**src/rtl/apb_mem_pkg.sv**
```systemverilog
`default_nettype none
// ============================================================================
//  Module      : apb_mem_pkg
//  Description : Shared types and constants for the APB memory controller:
//                FSM state encoding, wait-state ceiling, error counter width
//                and a saturating increment helper.
//  Revision    : 1.0 - initial release
// ============================================================================
package apb_mem_pkg;

    // Controller states: SETUP is accepted in IDLE, ACCESS spans WAIT..DONE
    typedef enum logic [1:0] {
        S_IDLE = 2'd0,
        S_WAIT = 2'd1,
        S_DONE = 2'd2
    } state_e;

    // Largest supported WAIT_STATES value; sizes the wait counter
    localparam int c_WAIT_MAX  = 15;
    localparam int c_CNT_W     = $clog2(c_WAIT_MAX + 1);

    // Width of the errored-transfer counter
    localparam int c_ERR_CNT_W = 8;

    // Increment that sticks at all-ones instead of wrapping
    function automatic logic [c_ERR_CNT_W-1:0] sat_inc(input logic [c_ERR_CNT_W-1:0] v);
        return (&v) ? v : v + 1'b1;
    endfunction

endpackage
`default_nettype wire

```
**src/rtl/apb_mem_ctrl.sv**
```systemverilog
`default_nettype none
// ============================================================================
//  Module      : apb_mem_ctrl
//  Description : APB slave bridging to a simple synchronous-write /
//                combinational-read word memory. Programmable wait states,
//                out-of-range detection with PSLVERR and a saturating error
//                counter.
//  Revision    : 1.0 - initial release
// ============================================================================
module apb_mem_ctrl
    import apb_mem_pkg::*;
#(
    parameter int ADDR_W      = 32,
    parameter int LANES       = 4,
    parameter int WORDS       = 256,
    parameter int WAIT_STATES = 0
) (
    input  logic                     pclk,
    input  logic                     presetn,
    input  logic                     psel,
    input  logic                     penable,
    input  logic                     pwrite,
    input  logic [ADDR_W-1:0]        paddr,
    input  logic [8*LANES-1:0]       pwdata,
    input  logic [LANES-1:0]         pstrb,
    output logic [8*LANES-1:0]       prdata,
    output logic                     pready,
    output logic                     pslverr,
    output logic                     mem_wr,
    output logic                     mem_rd,
    output logic [LANES-1:0]         mem_be,
    output logic [$clog2(WORDS)-1:0] mem_address,
    output logic [8*LANES-1:0]       mem_data_in,
    input  logic [8*LANES-1:0]       mem_data_out,
    output logic [c_ERR_CNT_W-1:0]   err_cnt
);

    localparam int c_AW = $clog2(WORDS);
    localparam int c_DW = 8 * LANES;

    // Out-of-range parameter values are clamped into the counter's range
    localparam int                  c_WS_INT = (WAIT_STATES > c_WAIT_MAX) ? c_WAIT_MAX :
                                               (WAIT_STATES < 0)          ? 0 : WAIT_STATES;
    localparam logic [c_CNT_W-1:0]  c_WS     = c_CNT_W'(c_WS_INT);

    // First byte address past the memory; one extra bit so the compare never overflows
    localparam logic [ADDR_W:0]     c_SPAN   = (ADDR_W + 1)'(4 * WORDS);

    state_e                 r_state_q,   w_state_d;
    logic [c_CNT_W-1:0]     r_cnt_q,     w_cnt_d;
    logic                   r_write_q,   w_write_d;
    logic                   r_err_q,     w_err_d;
    logic [c_AW-1:0]        r_addr_q,    w_addr_d;
    logic [c_DW-1:0]        r_wdata_q,   w_wdata_d;
    logic [LANES-1:0]       r_strb_q,    w_strb_d;
    logic [c_ERR_CNT_W-1:0] r_err_cnt_q, w_err_cnt_d;
    logic                   r_pready_q,  w_pready_d;
    logic                   r_pslverr_q, w_pslverr_d;
    logic                   r_mem_wr_q,  w_mem_wr_d;
    logic                   r_mem_rd_q,  w_mem_rd_d;
    logic [LANES-1:0]       r_mem_be_q,  w_mem_be_d;

    logic                   w_setup;
    logic                   w_in_oor;
    logic                   w_enter_done;
    logic                   w_ent_write;
    logic                   w_ent_err;
    logic [LANES-1:0]       w_ent_strb;

    assign w_setup  = psel & ~penable;
    assign w_in_oor = ({1'b0, paddr} >= c_SPAN);

    // Next-state, transfer latches and DONE-cycle output decode
    always_comb begin
        w_state_d    = r_state_q;
        w_cnt_d      = r_cnt_q;
        w_write_d    = r_write_q;
        w_err_d      = r_err_q;
        w_addr_d     = r_addr_q;
        w_wdata_d    = r_wdata_q;
        w_strb_d     = r_strb_q;
        w_err_cnt_d  = r_err_cnt_q;
        w_enter_done = 1'b0;
        // Attributes of the transfer about to enter DONE: straight from the
        // bus when there are no wait states, otherwise from the latches.
        w_ent_write  = r_write_q;
        w_ent_err    = r_err_q;
        w_ent_strb   = r_strb_q;

        case (r_state_q)
            S_IDLE: begin
                if (w_setup) begin
                    w_write_d   = pwrite;
                    w_err_d     = w_in_oor;
                    w_addr_d    = paddr[c_AW+1:2];
                    w_wdata_d   = pwdata;
                    w_strb_d    = pstrb;
                    w_cnt_d     = c_WS;
                    w_ent_write = pwrite;
                    w_ent_err   = w_in_oor;
                    w_ent_strb  = pstrb;
                    if (c_WS == '0) begin
                        w_state_d    = S_DONE;
                        w_enter_done = 1'b1;
                    end else begin
                        w_state_d    = S_WAIT;
                    end
                end
            end
            S_WAIT: begin
                // A master that drops PSEL mid-transfer abandons it silently
                if (!psel) begin
                    w_state_d = S_IDLE;
                    w_cnt_d   = '0;
                end else begin
                    w_cnt_d = r_cnt_q - c_CNT_W'(1);
                    if (r_cnt_q == c_CNT_W'(1)) begin
                        w_state_d    = S_DONE;
                        w_enter_done = 1'b1;
                    end
                end
            end
            S_DONE: begin
                w_state_d = S_IDLE;
                if (r_err_q) begin
                    w_err_cnt_d = sat_inc(r_err_cnt_q);
                end
            end
            default: begin
                w_state_d = S_IDLE;
            end
        endcase

        // Strobes are registered so they are high exactly while in DONE
        w_pready_d  = w_enter_done;
        w_pslverr_d = w_enter_done & w_ent_err;
        w_mem_wr_d  = w_enter_done & w_ent_write & ~w_ent_err;
        w_mem_rd_d  = w_enter_done & ~w_ent_write & ~w_ent_err;
        w_mem_be_d  = w_mem_wr_d ? w_ent_strb : '0;
    end

    // State and output registers; reset clears everything, cancelling any pending write
    always_ff @(posedge pclk or negedge presetn) begin
        if (!presetn) begin
            r_state_q   <= S_IDLE;
            r_cnt_q     <= '0;
            r_write_q   <= 1'b0;
            r_err_q     <= 1'b0;
            r_addr_q    <= '0;
            r_wdata_q   <= '0;
            r_strb_q    <= '0;
            r_err_cnt_q <= '0;
            r_pready_q  <= 1'b0;
            r_pslverr_q <= 1'b0;
            r_mem_wr_q  <= 1'b0;
            r_mem_rd_q  <= 1'b0;
            r_mem_be_q  <= '0;
        end else begin
            r_state_q   <= w_state_d;
            r_cnt_q     <= w_cnt_d;
            r_write_q   <= w_write_d;
            r_err_q     <= w_err_d;
            r_addr_q    <= w_addr_d;
            r_wdata_q   <= w_wdata_d;
            r_strb_q    <= w_strb_d;
            r_err_cnt_q <= w_err_cnt_d;
            r_pready_q  <= w_pready_d;
            r_pslverr_q <= w_pslverr_d;
            r_mem_wr_q  <= w_mem_wr_d;
            r_mem_rd_q  <= w_mem_rd_d;
            r_mem_be_q  <= w_mem_be_d;
        end
    end

    // Read data passes through from the memory only during a valid read's DONE
    assign prdata      = r_mem_rd_q ? mem_data_out : '0;
    assign pready      = r_pready_q;
    assign pslverr     = r_pslverr_q;
    assign mem_wr      = r_mem_wr_q;
    assign mem_rd      = r_mem_rd_q;
    assign mem_be      = r_mem_be_q;
    assign mem_address = r_addr_q;
    assign mem_data_in = r_wdata_q;
    assign err_cnt     = r_err_cnt_q;

endmodule
`default_nettype wire

```
**config.mk**
```make
export PLATFORM = sky130hd
export DESIGN_NAME = apb_mem_ctrl
export DESIGN_NICKNAME = d
export VERILOG_FILES = /design/src/rtl/apb_mem_pkg.sv /design/src/rtl/apb_mem_ctrl.sv
export SDC_FILE = /design/constraint.sdc
export NUM_CORES = 1
export LEC_CHECK = 0
export ABC_AREA = 1
export ABC_CLOCK_PERIOD_IN_PS = 1800
export BUFFER_PORTS_ARGS = -buffer_cell sky130_fd_sc_hd__buf_2
export CAP_MARGIN = 20
export CORE_MARGIN = 2
export CORE_UTILIZATION = 30
export CTS_BUF_LIST = sky130_fd_sc_hd__clkbuf_4
export DETAILED_ROUTE_END_ITERATION = 16
export PLACE_DENSITY = 0.61
export SYNTH_ARGS = -nofsm -noshare
export SYNTH_HDL_FRONTEND = slang
export SYNTH_SLANG_ARGS = --single-unit
```
**constraint.sdc**
```tcl
create_clock -name pclk -period 1.8 [get_ports pclk]
set_input_delay 0.36 -clock pclk [delete_from_list [all_inputs] [get_ports pclk]]
set_output_delay 0.36 -clock pclk [all_outputs]
set_load 0.005 [all_outputs]
```
==> impl_metrics.py, run 1 <==
metrics = {
    "setup_path": {
        "cp.arrival_ns": 1.29,
        "cpPeakStageDelay_ns": 0.50,
        "critPathRequiredTime_ns": 1.44,
        "slowest_stage": "dfrtp_2",
        "cp_cell_sequence": "buf_12 -> nand2_1 -> inv_1 -> buf_2",
        "crit_path_start_kind": "register",
        "cp_top_family": "flip-flops",
        "path_class": "register to primary output",
        "critPathMaxFanout": 25,
        "regToRegSetupSlack_ns": 0.31,
        "cp-end-kind": "primary output",
        "path_buf_inv": 3,
    },
    "logic_synthesis": {
        "ys_ff_latch": 62,
        "synth_top_area_share_pct": 54.5,
        "synth_largest_area_cell": "dfrtp_1",
        "ys.flop_type": "dfrtp_1",
        "synth_commonest_cells": "193 x nand2_1, 62 x dfrtp_1, 47 x inv_1, 21 x nor2_1",
        "synth_edf_count": 0,
        "netlist_top_cells_area": "dfrtp_1 55%, nand2_1 25%, inv_1 6.2%",
        "synth.distinct_cells": 25,
        "syn_area_per_cell_um2": 7.75,
        "ys_warn_count": 0,
        "yosysSeqAreaShare_pct": 54.5,
        "netlist_area_um2": 2850,
        "async_flop_share_pct": 100,
        "postSynthCellCount": 367,
        "yosysMostFrequentCell": "nand2_1",
        "synth_nets": 473,
    },
    "detailed_routing": {
        "route.vias.total": 2844,
        "routed_wl_um": 7640,
        "wl_per_cell_um": 11.0,
        "firstDrtPassIters": 4,
        "drtAntennaViolNets": 0,
        "via_per_inst": 4.10,
        "drc": 0,
        "drt_iter0_drc": 81,
    },
    "global_route": {
        "grt_pass1_wl_um": 12000,
        "grt.total_usage_pct": 15.0,
        "antenna_found_initial": 0,
        "grt_pass1_vias": 2663,
        "grt-ovfl-total": 0,
        "grt_max_degree": 63,
    },
    "place": {
        "gp_congestion": 0.712,
        "portBuffers": 190,
        "placed_cells": 679,
        "dp_hpwl_um": 5740,
    },
    "die": {
        "rows": 35,
        "die-area_um2": 10300,
        "die_x_um": 101,
        "die_h_um": 101,
        "io_pins": 193,
        "core_area_um2": 9240,
        "start_util_pct": 30.8,
    },
    "layout": {
        "layout-drive-gt1-share_pct": 39.5,
        "nNetsFinal": 668,
        "area_delta_synth_final_pct": 42.2,
        "stdcell_count": 694,
        "antennaDiodeCount": 0,
        "nFillCells": 937,
    },
    "sta": {
        "slew_headroom_pct": 68.8,
        "max_freq_mhz": 607,
        "fin_crit_sh_pct": 91.5,
        "setup_viol": 0,
        "worst_slew_pin_slew_ns": 0.469,
        "maxSlewViolCount": 0,
        "fin_skew_ns": 0.0123,
        "rsz0062_at_grt": "false",
        "hold_viol_final": 0,
        "tns_ns": 0,
        "min_period_ns": 1.65,
    },
    "cts": {
        "cts_tree": "built",
        "clock_latency_ns": 0.39,
        "clock_path_buffers": 2,
        "cts_buffers": 9,
        "cts_setup_buffers": 0,
        "cts.sink_count": 62,
        "htreeDepth": 3,
        "cts.clk_slew.worst_paths_ns": 0.11,
        "cts_root_buf": "clkbuf_4",
    },
    "min_path": {
        "hp-class": "input port to register",
    },
    "status": {
        "status": "completed",
    },
    "pwr": {
        "power-per-cell-area_nw_per_um2": 777,
        "peakVddDrop_v": 0.000330,
        "p_leak_uw": 0.00267,
    },
    "job": {
        "maxCapViolations": 0,
    },
}
worst paths after layout:
path                                    to            from  depth (start not counted)
max                              prdata[5]          mem_rd                          4
max in group asynchronous   mem_data_in[5]         presetn                          3
min reg2reg                 mem_data_in[3]  mem_data_in[3]                          2
max reg2reg                     err_cnt[3]      err_cnt[0]                          8
min in group asynchronous       err_cnt[4]         presetn                          3
min                        mem_data_in[14]      pwdata[14]                          3
report_power, final:
group	switching [uW]	leakage, uW	internal, uW
Sequential	136	0.000785	1590
Combinational	334	0.00184	336
Clock	493	0.0000511	259
flip-flops by register name, summed over array words and instances, names as in the netlist:
signal       count
mem_data_in     32
err_cnt          8
mem_address      8
mem_be           4
r_strb_q         4
mem_rd           1
mem_wr           1
pready           1
pslverr          1
r_err_q          1
r_state_q        1
area by class of cell:
cell class / count / area (um^2) / share of cell area, %
Inverter: 49 / 184 / 4.55
Sequential cell: 62 / 1550 / 38.4
Clock inverter: 5 / 28.8 / 0.711
Timing Repair Buffer: 198 / 1040 / 25.7
Tap cell: 129 / 161 / 3.99
Clock buffer: 9 / 67.6 / 1.67
Multi-Input combinational cell: 242 / 1010 / 25.0
per-layer routing:
metal	share of wire [%]	wire [um]	vias to the layer above	GRT usage, %
li1	-	-	1455	-
met1	42	3230	1260	17.4
met2	50	3790	121	26.7
met3	7.1	543	8	3.73
met4	1.0	76	0	5.30
met5	0	0	-	0
cells by family after synthesis:
| logic type | Yosys count | synth area share (%) |
|---|---|---|
| flip-flops | 62 | 54.5 |
| AND/OR/NAND/NOR | 236 | 33.5 |
| AO/OA/AOI/OAI | 3 | 0.792 |
| adder cells (fa/ha/maj) | 1 | 0.440 |
| XOR/XNOR | 2 | 0.880 |
| buffers and inverters | 63 | 9.89 |
cells in the final DEF (no fill, tap or decap), types with 4 or more instances in the layout:
| cell type | netlist | layout |
|---|---|---|
| and2_1 | 4 | 4 |
| buf_2 | 3 | 190 |
| inv_1 | 47 | 47 |
| dfrtp_1 | 62 | 61 |
| nand2_2 | 4 | 4 |
| nand3_1 | 5 | 5 |
| clkbuf_4 | 0 | 9 |
| buf_4 | 5 | 5 |
| nand2_1 | 193 | 193 |
| nor2_1 | 21 | 21 |
worst min-delay path, cell delays in order:
cell and delay (ns):
buf_2 0.07, nand2_1 0.04, nand2_1 0.04
timing repair:
action,4_1_cts,5_1_grt
endpoints found under the setup margin,0,20
gates resized for setup,0,1
hold buffers,1,0
hold endpoints to repair,62,0
metrics by stage:
step	setup WS [ns]	utilization [%]	hold slack (ns)	cell area, um^2	power, uW
2_1_floorplan	0.414	-	0.0644	2850	2050
3_3_place_gp	0.340	42.6	0.401	3940	2420
3_5_place_dp	0.319	42.6	0.404	3940	2430
4_1_cts	0.0436	43.8	0.112	4040	3210
5_1_grt	0.0690	43.8	0.122	4050	3390
6_report	0.153	43.8	0.150	4050	3140
Note: power is estimated with default switching activity, not from simulation.
==> run 2, diff against run 1 <==
Settings changed: ABC_AREA 1 to default, PLACE_DENSITY 0.61 to 0.64, RECOVER_POWER from default to 100.
==> impl_metrics.py, run 2 <==
metrics = {
    "cts": {
        "clock_path_buffers": 2,
        "cts_setup_buffers": 0,
        "cts.sink_count": 58,
        "cts_buffers": 9,
        "htreeDepth": 3,
        "cts_root_buf": "clkbuf_4",
        "cts.clk_slew.worst_paths_ns": 0.10,
        "clock_latency_ns": 0.39,
        "cts_tree": "built",
    },
    "logic_synthesis": {
        "ys_ff_latch": 58,
        "netlist_area_um2": 2460,
        "netlist_top_cells_area": "dfrtp_1 59%, nand2_1 19%, and2_1 8.1%",
        "synth_nets": 375,
        "synth.distinct_cells": 23,
        "synth_top_area_share_pct": 58.9,
        "synth_largest_area_cell": "dfrtp_1",
        "postSynthCellCount": 269,
        "synth_edf_count": 0,
        "synth_commonest_cells": "124 x nand2_1, 58 x dfrtp_1, 32 x and2_1, 7 x nor2_1",
        "syn_area_per_cell_um2": 9.16,
        "ys_warn_count": 0,
        "async_flop_share_pct": 100,
        "yosysSeqAreaShare_pct": 58.9,
        "ys.flop_type": "dfrtp_1",
        "yosysMostFrequentCell": "nand2_1",
    },
    "layout": {
        "area_delta_synth_final_pct": 45.2,
        "antennaDiodeCount": 0,
        "largest_register_ffs": 32,
        "layout-drive-gt1-share_pct": 34.3,
        "final_cell_mix": "140 x buf_2, 124 x nand2_1, 57 x dfrtp_1",
        "final_common_cell": "buf_2",
        "nNetsFinal": 569,
        "final_util_pct": 44.2,
    },
    "global_route": {
        "grt_pass1_wl_um": 11000,
        "grt-ovfl-total": 0,
        "grt_max_degree": 59,
        "antenna_found_initial": 0,
        "grt.total_usage_pct": 16.4,
        "grt_pass1_vias": 2301,
    },
    "place": {
        "dp_hpwl_um": 5750,
        "portBuffers": 190,
        "gp_congestion": 0.752,
    },
    "min_path": {
        "whs_path_depth": 3,
        "hp-class": "input port to register",
    },
    "sta": {
        "max_freq_mhz": 596,
        "fin_crit_sh_pct": 93.2,
        "min_period_ns": 1.68,
        "slew_headroom_pct": 46.4,
        "setup_viol": 0,
        "rsz0062_at_grt": "false",
        "fin_skew_ns": 0.00644,
        "worst_slew_pin_slew_ns": 0.804,
        "hold_viol_final": 0,
        "maxSlewViolCount": 0,
        "tns_ns": 0,
    },
    "setup_path": {
        "critPathMaxFanout": 33,
        "cp-end-kind": "primary output",
        "r2r_cells": 4,
        "path_class": "register to primary output",
        "crit_path_start_kind": "register",
        "critPathRequiredTime_ns": 1.44,
        "cp.arrival_ns": 1.32,
    },
    "die": {
        "start_util_pct": 30.4,
        "die_x_um": 94.6,
        "die_h_um": 94.6,
        "die-area_um2": 8950,
        "rows": 33,
        "io_pins": 193,
        "core_area_um2": 8090,
    },
    "pwr": {
        "p_leak_uw": 0.00203,
        "peakVddDrop_v": 0.000519,
        "power-per-cell-area_nw_per_um2": 871,
    },
    "detailed_routing": {
        "drc": 0,
        "route.vias.total": 2463,
        "via_per_inst": 4.31,
        "drtAntennaViolNets": 0,
        "wl_per_cell_um": 13.1,
        "firstDrtPassIters": 4,
        "routed_wl_um": 7470,
        "drt_iter0_drc": 103,
    },
    "job": {
        "maxCapViolations": 0,
    },
    "status": {
        "status": "completed",
    },
}
==> run 2: changes by cell type after synthesis, sizes merged, moves of 3 or more <==
cell    delta
and2      +28
inv       -46
and4       +4
nor2      -15
xor2       +5
dfrtp      -4
buf        -4
nand2     -73
nor4       +6
clkbuf     +3
==> run 2: area by class of cell <==
type,count,area (um^2)
Fill cell,877,4520
Sequential cell,58,1460
Multi-Input combinational cell,195,933
Timing Repair Buffer,196,925
Tap cell,105,131
Clock buffer,10,75.1
Clock inverter,5,46.3
Inverter,3,11.3
==> run 2: worst max-delay path, cell delays in order, from the launching register on <==
cell	delay, ns
dfrtp_4	0.59
and2_0	0.20
buf_2	0.14
==> run 2: routing by layer <==
layer / track usage, % / part of all wire [%] / vias to the layer above
met5: 0 / 0 / -
met3: 4.63 / 8.6 / 15
met4: 6.40 / 1.3 / 0
met2: 30.9 / 53 / 111
met1: 17.1 / 37 / 1110
li1: - / - / 1227
==> run 2: cells by family after synthesis <==
logic type / synth area share [%]
simple gates: 33.7
flops: 58.9
buf+inv: 2.69
xor+xnor: 2.49
compound gates: 1.07
mux: 0.609
fa+ha+maj: 0.508
==> run 2: worst paths after layout <==
path                                       from               to  slack, ns
worst min register to register  mem_data_in[30]  mem_data_in[30]       0.48
min in group asynchronous               presetn       err_cnt[3]       0.70
worst max register to register       err_cnt[0]       err_cnt[1]       0.22
worst min-delay path                 pwdata[27]  mem_data_in[27]       0.15
worst max-delay path                     mem_rd        prdata[0]       0.12
max in group asynchronous               presetn           mem_rd       0.50
==> run 2: repair_timing <==
action / 4_1_cts / 5_1_grt
hold buffers: 1 / 0
pin swaps: 0 / 0
resized for setup: 1 / 1
endpoints found under the hold margin: 58 / 0
setup endpoints to repair: 32 / 1
==> run 2: metrics by stage <==
stage	instances	power [uW]	cell area (um^2)	worst slack (ns)	hold WS (ns)
2_1_floorplan	269	1920	2460	0.371	0.0644
3_3_place_gp	556	2310	3540	0.300	0.385
3_5_place_dp	556	2330	3540	0.275	0.390
4_1_cts	572	3220	3670	0.0731	0.113
5_1_grt	572	3340	3580	0.0291	0.121
6_report	572	3110	3580	0.123	0.150
==> run 2: report_power, final <==
group	switching [uW]	internal, uW
Clock	457	417
Combinational	305	293
Sequential	148	1500
